`config.mk`:
```
export PLATFORM = sky130hd
export DESIGN_NAME = fetch_queue
export DESIGN_NICKNAME = d
export VERILOG_FILES = /design/src/rtl/core_pkg.sv /design/src/rtl/fetch_queue_chk.sv /design/src/rtl/fetch_queue_ctrl.sv /design/src/rtl/fetch_queue.sv
export SDC_FILE = /design/constraint.sdc
export NUM_CORES = 1
export LEC_CHECK = 0
export CAP_MARGIN = 20
export CORE_ASPECT_RATIO = 0.5
export CORE_MARGIN = 1
export CORE_UTILIZATION = 45
export DETAILED_ROUTE_END_ITERATION = 8
export GPL_TIMING_DRIVEN = 0
export PLACE_DENSITY = 0.78
export SYNTH_ARGS = -nofsm -noshare
export SYNTH_HDL_FRONTEND = slang
export SYNTH_HIERARCHICAL = 1
export SYNTH_SLANG_ARGS = --single-unit
```
`constraint.sdc`:
```
create_clock -name clk -period 9.5 [get_ports clk]
set_input_delay 1.425 -clock clk [delete_from_list [all_inputs] [get_ports clk]]
set_output_delay 1.425 -clock clk [all_outputs]
set_load 0.05 [all_outputs]
```
`src/rtl/core_pkg.sv`:
```
// Core-wide constants and the fetch/decode hand-off record shared by
// the fetch queue and the decode stage.
package core_pkg;

    localparam int XLEN = 64;
    localparam int ILEN = 32;

    typedef struct packed {
        logic [XLEN-1:0] pc;
        logic [ILEN-1:0] inst;
    } fetch_entry_t;

endpackage : core_pkg

```
`src/rtl/fetch_queue_chk.sv`:
```
// Invariant checker for the fetch queue control state.
module fetch_queue_chk #(
    parameter int DEPTH = 4,
    parameter int CW    = $clog2(DEPTH + 1)
) (
    input logic          clk,
    input logic          reset,
    input logic [CW-1:0] count,
    input logic          dec_valid,
    input logic          stall,
    input logic          push
);

    a_count_bound: assert property (@(posedge clk) disable iff (reset)
        count <= CW'(DEPTH));

    a_valid_count: assert property (@(posedge clk) disable iff (reset)
        dec_valid == (count != {CW{1'b0}}));

    a_no_push_stall: assert property (@(posedge clk) disable iff (reset)
        !(push && stall));

endmodule : fetch_queue_chk

```
`src/rtl/fetch_queue_ctrl.sv`:
```
// Pointer, count and handshake control for the fetch queue: decodes
// push/pop/flush and produces the registered stall and dec_valid flags.
module fetch_queue_ctrl #(
    parameter int DEPTH = 4,
    parameter int PW    = $clog2(DEPTH),
    parameter int CW    = $clog2(DEPTH + 1)
) (
    input  logic          clk,
    input  logic          reset,
    input  logic          redirect,
    input  logic          dec_ready,
    output logic          push,
    output logic          pop,
    output logic [PW-1:0] rd_ptr,
    output logic [PW-1:0] wr_ptr,
    output logic [CW-1:0] count,
    output logic          stall,
    output logic          dec_valid
);

    logic [PW-1:0] rd_ptr_r;
    logic [PW-1:0] wr_ptr_r;
    logic [CW-1:0] count_r;
    logic          stall_r;
    logic          dec_valid_r;

    logic          push_s;
    logic          pop_s;
    logic [PW-1:0] rd_ptr_next_s;
    logic [PW-1:0] wr_ptr_next_s;
    logic [CW-1:0] count_next_s;

    // Handshake decode; stall and dec_valid come only from registered state.
    always_comb begin
        push_s = 1'b0;
        pop_s  = 1'b0;
        if (!reset && !redirect) begin
            push_s = !stall_r;
            pop_s  = dec_valid_r && dec_ready;
        end else begin
            push_s = 1'b0;
            pop_s  = 1'b0;
        end
    end

    // Next pointers and count; a flush wins over any push or pop.
    always_comb begin
        rd_ptr_next_s = rd_ptr_r;
        wr_ptr_next_s = wr_ptr_r;
        count_next_s  = count_r;
        if (redirect) begin
            rd_ptr_next_s = {PW{1'b0}};
            wr_ptr_next_s = {PW{1'b0}};
            count_next_s  = {CW{1'b0}};
        end else begin
            rd_ptr_next_s = pop_s  ? rd_ptr_r + PW'(1) : rd_ptr_r;
            wr_ptr_next_s = push_s ? wr_ptr_r + PW'(1) : wr_ptr_r;
            case ({push_s, pop_s})
                2'b10:   count_next_s = count_r + CW'(1);
                2'b01:   count_next_s = count_r - CW'(1);
                default: count_next_s = count_r;
            endcase
        end
    end

    // State register; flags are registered from the next count so they track count exactly.
    always_ff @(posedge clk) begin
        if (reset) begin
            rd_ptr_r    <= {PW{1'b0}};
            wr_ptr_r    <= {PW{1'b0}};
            count_r     <= {CW{1'b0}};
            stall_r     <= 1'b0;
            dec_valid_r <= 1'b0;
        end else begin
            rd_ptr_r    <= rd_ptr_next_s;
            wr_ptr_r    <= wr_ptr_next_s;
            count_r     <= count_next_s;
            stall_r     <= (count_next_s == CW'(DEPTH));
            dec_valid_r <= (count_next_s != {CW{1'b0}});
        end
    end

    assign push      = push_s;
    assign pop       = pop_s;
    assign rd_ptr    = rd_ptr_r;
    assign wr_ptr    = wr_ptr_r;
    assign count     = count_r;
    assign stall     = stall_r;
    assign dec_valid = dec_valid_r;

endmodule : fetch_queue_ctrl

```
`src/rtl/fetch_queue.sv`:
```
// Fetch-to-decode queue: buffers every {inst, PC} pair fetch presents while
// not stalled, hands entries to decode in order, and flushes on redirect.
module fetch_queue
    import core_pkg::*;
#(
    parameter int DEPTH = 4,
    parameter int XLEN  = core_pkg::XLEN,
    parameter int ILEN  = core_pkg::ILEN
) (
    input  logic                       clk,
    input  logic                       reset,
    input  logic [ILEN-1:0]            inst_in,
    input  logic [XLEN-1:0]            pc_in,
    input  logic                       redirect,
    output logic                       stall,
    output logic                       dec_valid,
    input  logic                       dec_ready,
    output logic [ILEN-1:0]            dec_inst,
    output logic [XLEN-1:0]            dec_pc,
    output logic [$clog2(DEPTH+1)-1:0] occupancy
);

    localparam int PW = $clog2(DEPTH);
    localparam int CW = $clog2(DEPTH + 1);

    fetch_entry_t  mem_r [DEPTH];

    logic          push_s;
    logic          pop_s;
    logic [PW-1:0] rd_ptr_s;
    logic [PW-1:0] wr_ptr_s;
    logic [CW-1:0] count_s;
    logic          stall_s;
    logic          dec_valid_s;

    fetch_queue_ctrl #(
        .DEPTH (DEPTH)
    ) u_ctrl (
        .clk       (clk),
        .reset     (reset),
        .redirect  (redirect),
        .dec_ready (dec_ready),
        .push      (push_s),
        .pop       (pop_s),
        .rd_ptr    (rd_ptr_s),
        .wr_ptr    (wr_ptr_s),
        .count     (count_s),
        .stall     (stall_s),
        .dec_valid (dec_valid_s)
    );

    // Entry storage; cleared on reset so the head reads as zero afterwards.
    always_ff @(posedge clk) begin
        if (reset) begin
            for (int i = 0; i < DEPTH; i++) begin
                mem_r[i] <= '{pc: {XLEN{1'b0}}, inst: {ILEN{1'b0}}};
            end
        end else if (push_s) begin
            mem_r[wr_ptr_s] <= '{pc: pc_in, inst: inst_in};
        end else begin
            mem_r[wr_ptr_s] <= mem_r[wr_ptr_s];
        end
    end

    assign dec_inst  = mem_r[rd_ptr_s].inst;
    assign dec_pc    = mem_r[rd_ptr_s].pc;
    assign stall     = stall_s;
    assign dec_valid = dec_valid_s;
    assign occupancy = count_s;

    fetch_queue_chk #(
        .DEPTH (DEPTH)
    ) u_chk (
        .clk       (clk),
        .reset     (reset),
        .count     (count_s),
        .dec_valid (dec_valid_s),
        .stall     (stall_s),
        .push      (push_s)
    );

    logic unused_pop_s;
    assign unused_pop_s = pop_s;

endmodule : fetch_queue

```
==> results_dict.tcl <==
set metrics [dict create \
    cpMostUsedCell "buf_2" \
    clock_insertion_delay_worst_skew_ps 530 \
    period_share 0.458 \
    vdd_drop_max_mv 0.0968 \
    htree_num_levels 2 \
    critPathCaptureType "output pin" \
    max_freq_mhz 230 \
    wl_met1_um 14300 \
    ff_latch_area_um2 11700 \
    clock_pin_slew_on_the_worst_setup_and_hold_paths_ps 60 \
    whs_endpoint "u_ctrl/rd_ptr[1]" \
    initial_utilization 0.465 \
    cts-root-buf "clkbuf_16" \
    final.min_clock_period_ps 4350 \
    port_buffers 200 \
    post_cts_resized 0 \
    syn_avg_cell_area_um2 17.3 \
    reg2reg_depth 6 \
    synth_unique_cells 35 \
    total_grt_overflow 0 \
    rsz_0062_raised_after_global_routing "no" \
    die_h_um 139 \
    timing_max_transition_violations_final 0 \
    synth_edf_count 384 \
    largest_net_degree_at_the_start_of_global_routing 40 \
    pin_count 201 \
    reg2reg_to "mem_r[2][56]" \
    critical-path-max-stage-delay_ps 780 \
    postSynthRegisterBits 393 \
    layout.cell_area.non_filler_um2 21000 \
    globalplace.congestion 0.783 \
    critical_path_slowest_stage_cell "clkdlybuf4s50_1" \
    num-nets-final 1330 \
    track_usage 0.193 \
    fin_setup_tns_ps 0 \
    startpoint_type "flop" \
    cts_made_buffers 37 \
    antenna_violating_nets_post_route 0 \
    routed_wl_um 36700 \
    total_power_mw 3.80 \
    reg2reg_from "u_ctrl/stall" \
    report.final.hold_viol_count 0 \
    worst_hold_path.num_cells 2 \
    tritoncts_clock_tree "done" \
    grt_first_pass_wirelength_um 56400 \
    cts_setup_buffers 0 \
    cts_hold_repair.buffers 0 \
    netlist_instances 978 \
    setup.reg_to_reg.worst_slack_ps 6690 \
    route.vias.total 9082 \
    finalClockSkew_ps 12.3 \
    post_detail_place_hpwl_um 24100 \
    via_per_inst 5.21 \
    rows 49 \
    route.met3.wl_um 1300 \
    dieArea_um2 38500 \
    dp_cells 1673 \
    top_layer_used "met4" \
    final_cell_mix "384 x and2_1, 384 x edfxtp_1, 200 x clkdlybuf4s50_1, 96 x mux4_2, 39 x clkbuf_16" \
    cp_cell_sequence "buf_2, buf_2, buf_2, mux4_2, clkdlybuf4s50_1" \
    critical_path_arrival_ps 2930 \
    largest_fanout_on_the_critical_path 10 \
    min_from "u_ctrl/rd_ptr[1]" \
    synth_flop_cell "edfxtp_1" \
    worst_hold_path_type "reg2reg" \
    fp.coreArea_um2 36500 \
    via_count_of_the_first_global_routing_pass 9901 \
    fin_cells 1743 \
    clk_path_buf_depth 3 \
    post_synth_design_cell_area_um2 17000 \
    ys.warnings.count 6 \
    setup_viols_final 0 \
    detailroute.wirelength.met2_um 19900 \
    synth_seq_area_share 0.691 \
    cp.required_ps 8080 \
    synthesis.nets 1080 \
    remaining_drc_errors 0 \
    drt_iter0_markers 623 \
    grt_antenna_before_repair 4 \
    leakage_nw 7.52 \
    wire_per_inst_um 21.0 \
    detail_route.first_pass.iterations 5 \
    synth-async-reset-ratio 0 \
    maxCapViolCount 0 \
    tritoncts_num_sinks 393 \
    tightestPinTransition_ps 855 \
    power.density_cell_area_nw_per_um2 181 \
    fill_cells 2667 \
    multiInputGateArea_um2 4920 \
    area_growth_pct 23.8 \
    status "complete, no violations" \
    slew_headroom 0.429 \
    timing.setup.critical_path_class "reg2out" \
    dpl_cell_area_um2 19800 \
    dieWidth_um 276 \
    post_route_cells_drive_above_1_share 0.161 \
]
## layout make-up
cell class | count | area share
Antenna cell | 4 | 0.000477
Buffer | 63 | 0.0169
Clock buffer | 45 | 0.0476
Clock inverter | 21 | 0.00679
Inverter | 2 | 0.000358
Multi-Input combinational cell | 520 | 0.234
Sequential cell | 393 | 0.558
Tap cell | 484 | 0.0288
Timing Repair Buffer | 211 | 0.107
## power breakdown
group | switching [mW] | internal [mW]
clock network | 0.617 | 0.801
registers | 0.0223 | 1.99
logic | 0.220 | 0.150
## sequential cells by signal, indices dropped and copies added, names as in the netlist
| register | cells |
|---|---|
| u_ctrl/count | 3 |
| mem_r | 384 |
| u_ctrl/stall | 1 |
| u_ctrl/dec_valid | 1 |
| u_ctrl/rd_ptr | 2 |
| u_ctrl/wr_ptr | 2 |
## kinds of logic after synthesis
| kind of cell | Yosys count | synth area share |
|---|---|---|
| AO/OA/AOI/OAI | 8 | 0.00369 |
| XOR/XNOR | 5 | 0.00258 |
| adder cells (fa/ha/maj) | 2 | 0.00192 |
| buffers and inverters | 65 | 0.0214 |
| flip-flops | 393 | 0.691 |
| multiplexers | 97 | 0.128 |
| AND/OR/NAND/NOR | 408 | 0.151 |
## layer usage
metal	track usage	vias to the layer above
li1	-	4148
met1	0.230	4649
met2	0.356	214
met3	0.0254	71
met4	0.0782	0
met5	0	-
## how the worst max path moves through the flow
stage	end	start	slack [ps]
2_1_floorplan	mem_r[0][0]	reset	2380
3_5_place_dp	mem_r[2][63]	reset	4810
3_3_place_gp	mem_r[0][81]	reset	-2020
4_1_cts	dec_pc[33]	u_ctrl/rd_ptr[0]	5140
6_report	dec_pc[33]	u_ctrl/rd_ptr[1]	5150
5_1_grt	dec_pc[33]	u_ctrl/rd_ptr[1]	5030
## Yosys cell counts (2+ instances only)
cell type,number,area (um2)
dfxtp_1,9,180
o21bai_1,2,15.0
nor2_1,8,30.0
xor2_1,3,26.3
nor2b_1,2,12.5
xnor2_1,2,17.5
and2_1,384,2400
buf_2,22,110
inv_1,2,7.51
a31o_2,2,17.5
buf_6,11,124
edfxtp_1,384,11500
clkbuf_1,25,93.8
nand3_1,2,10.0
nand2_1,2,7.51
mux4_2,96,2160
clkbuf_2,4,20.0
## worst max-delay path, delay by kind of cell, from the launching register on
family | cells | cell delay [ps]
mux | 1 | 340
buf+inv | 4 | 1710
flops | 1 | 360
## through the flow
stage,hold WS (ps),setup slack [ps],utilization
6_report,534,5150,0.576
5_1_grt,596,5030,0.576
4_1_cts,538,5140,0.575
3_5_place_dp,523,4810,0.544
3_3_place_gp,505,-2020,0.536
2_1_floorplan,474,2380,-
Note: power is estimated with default switching activity, not from simulation.
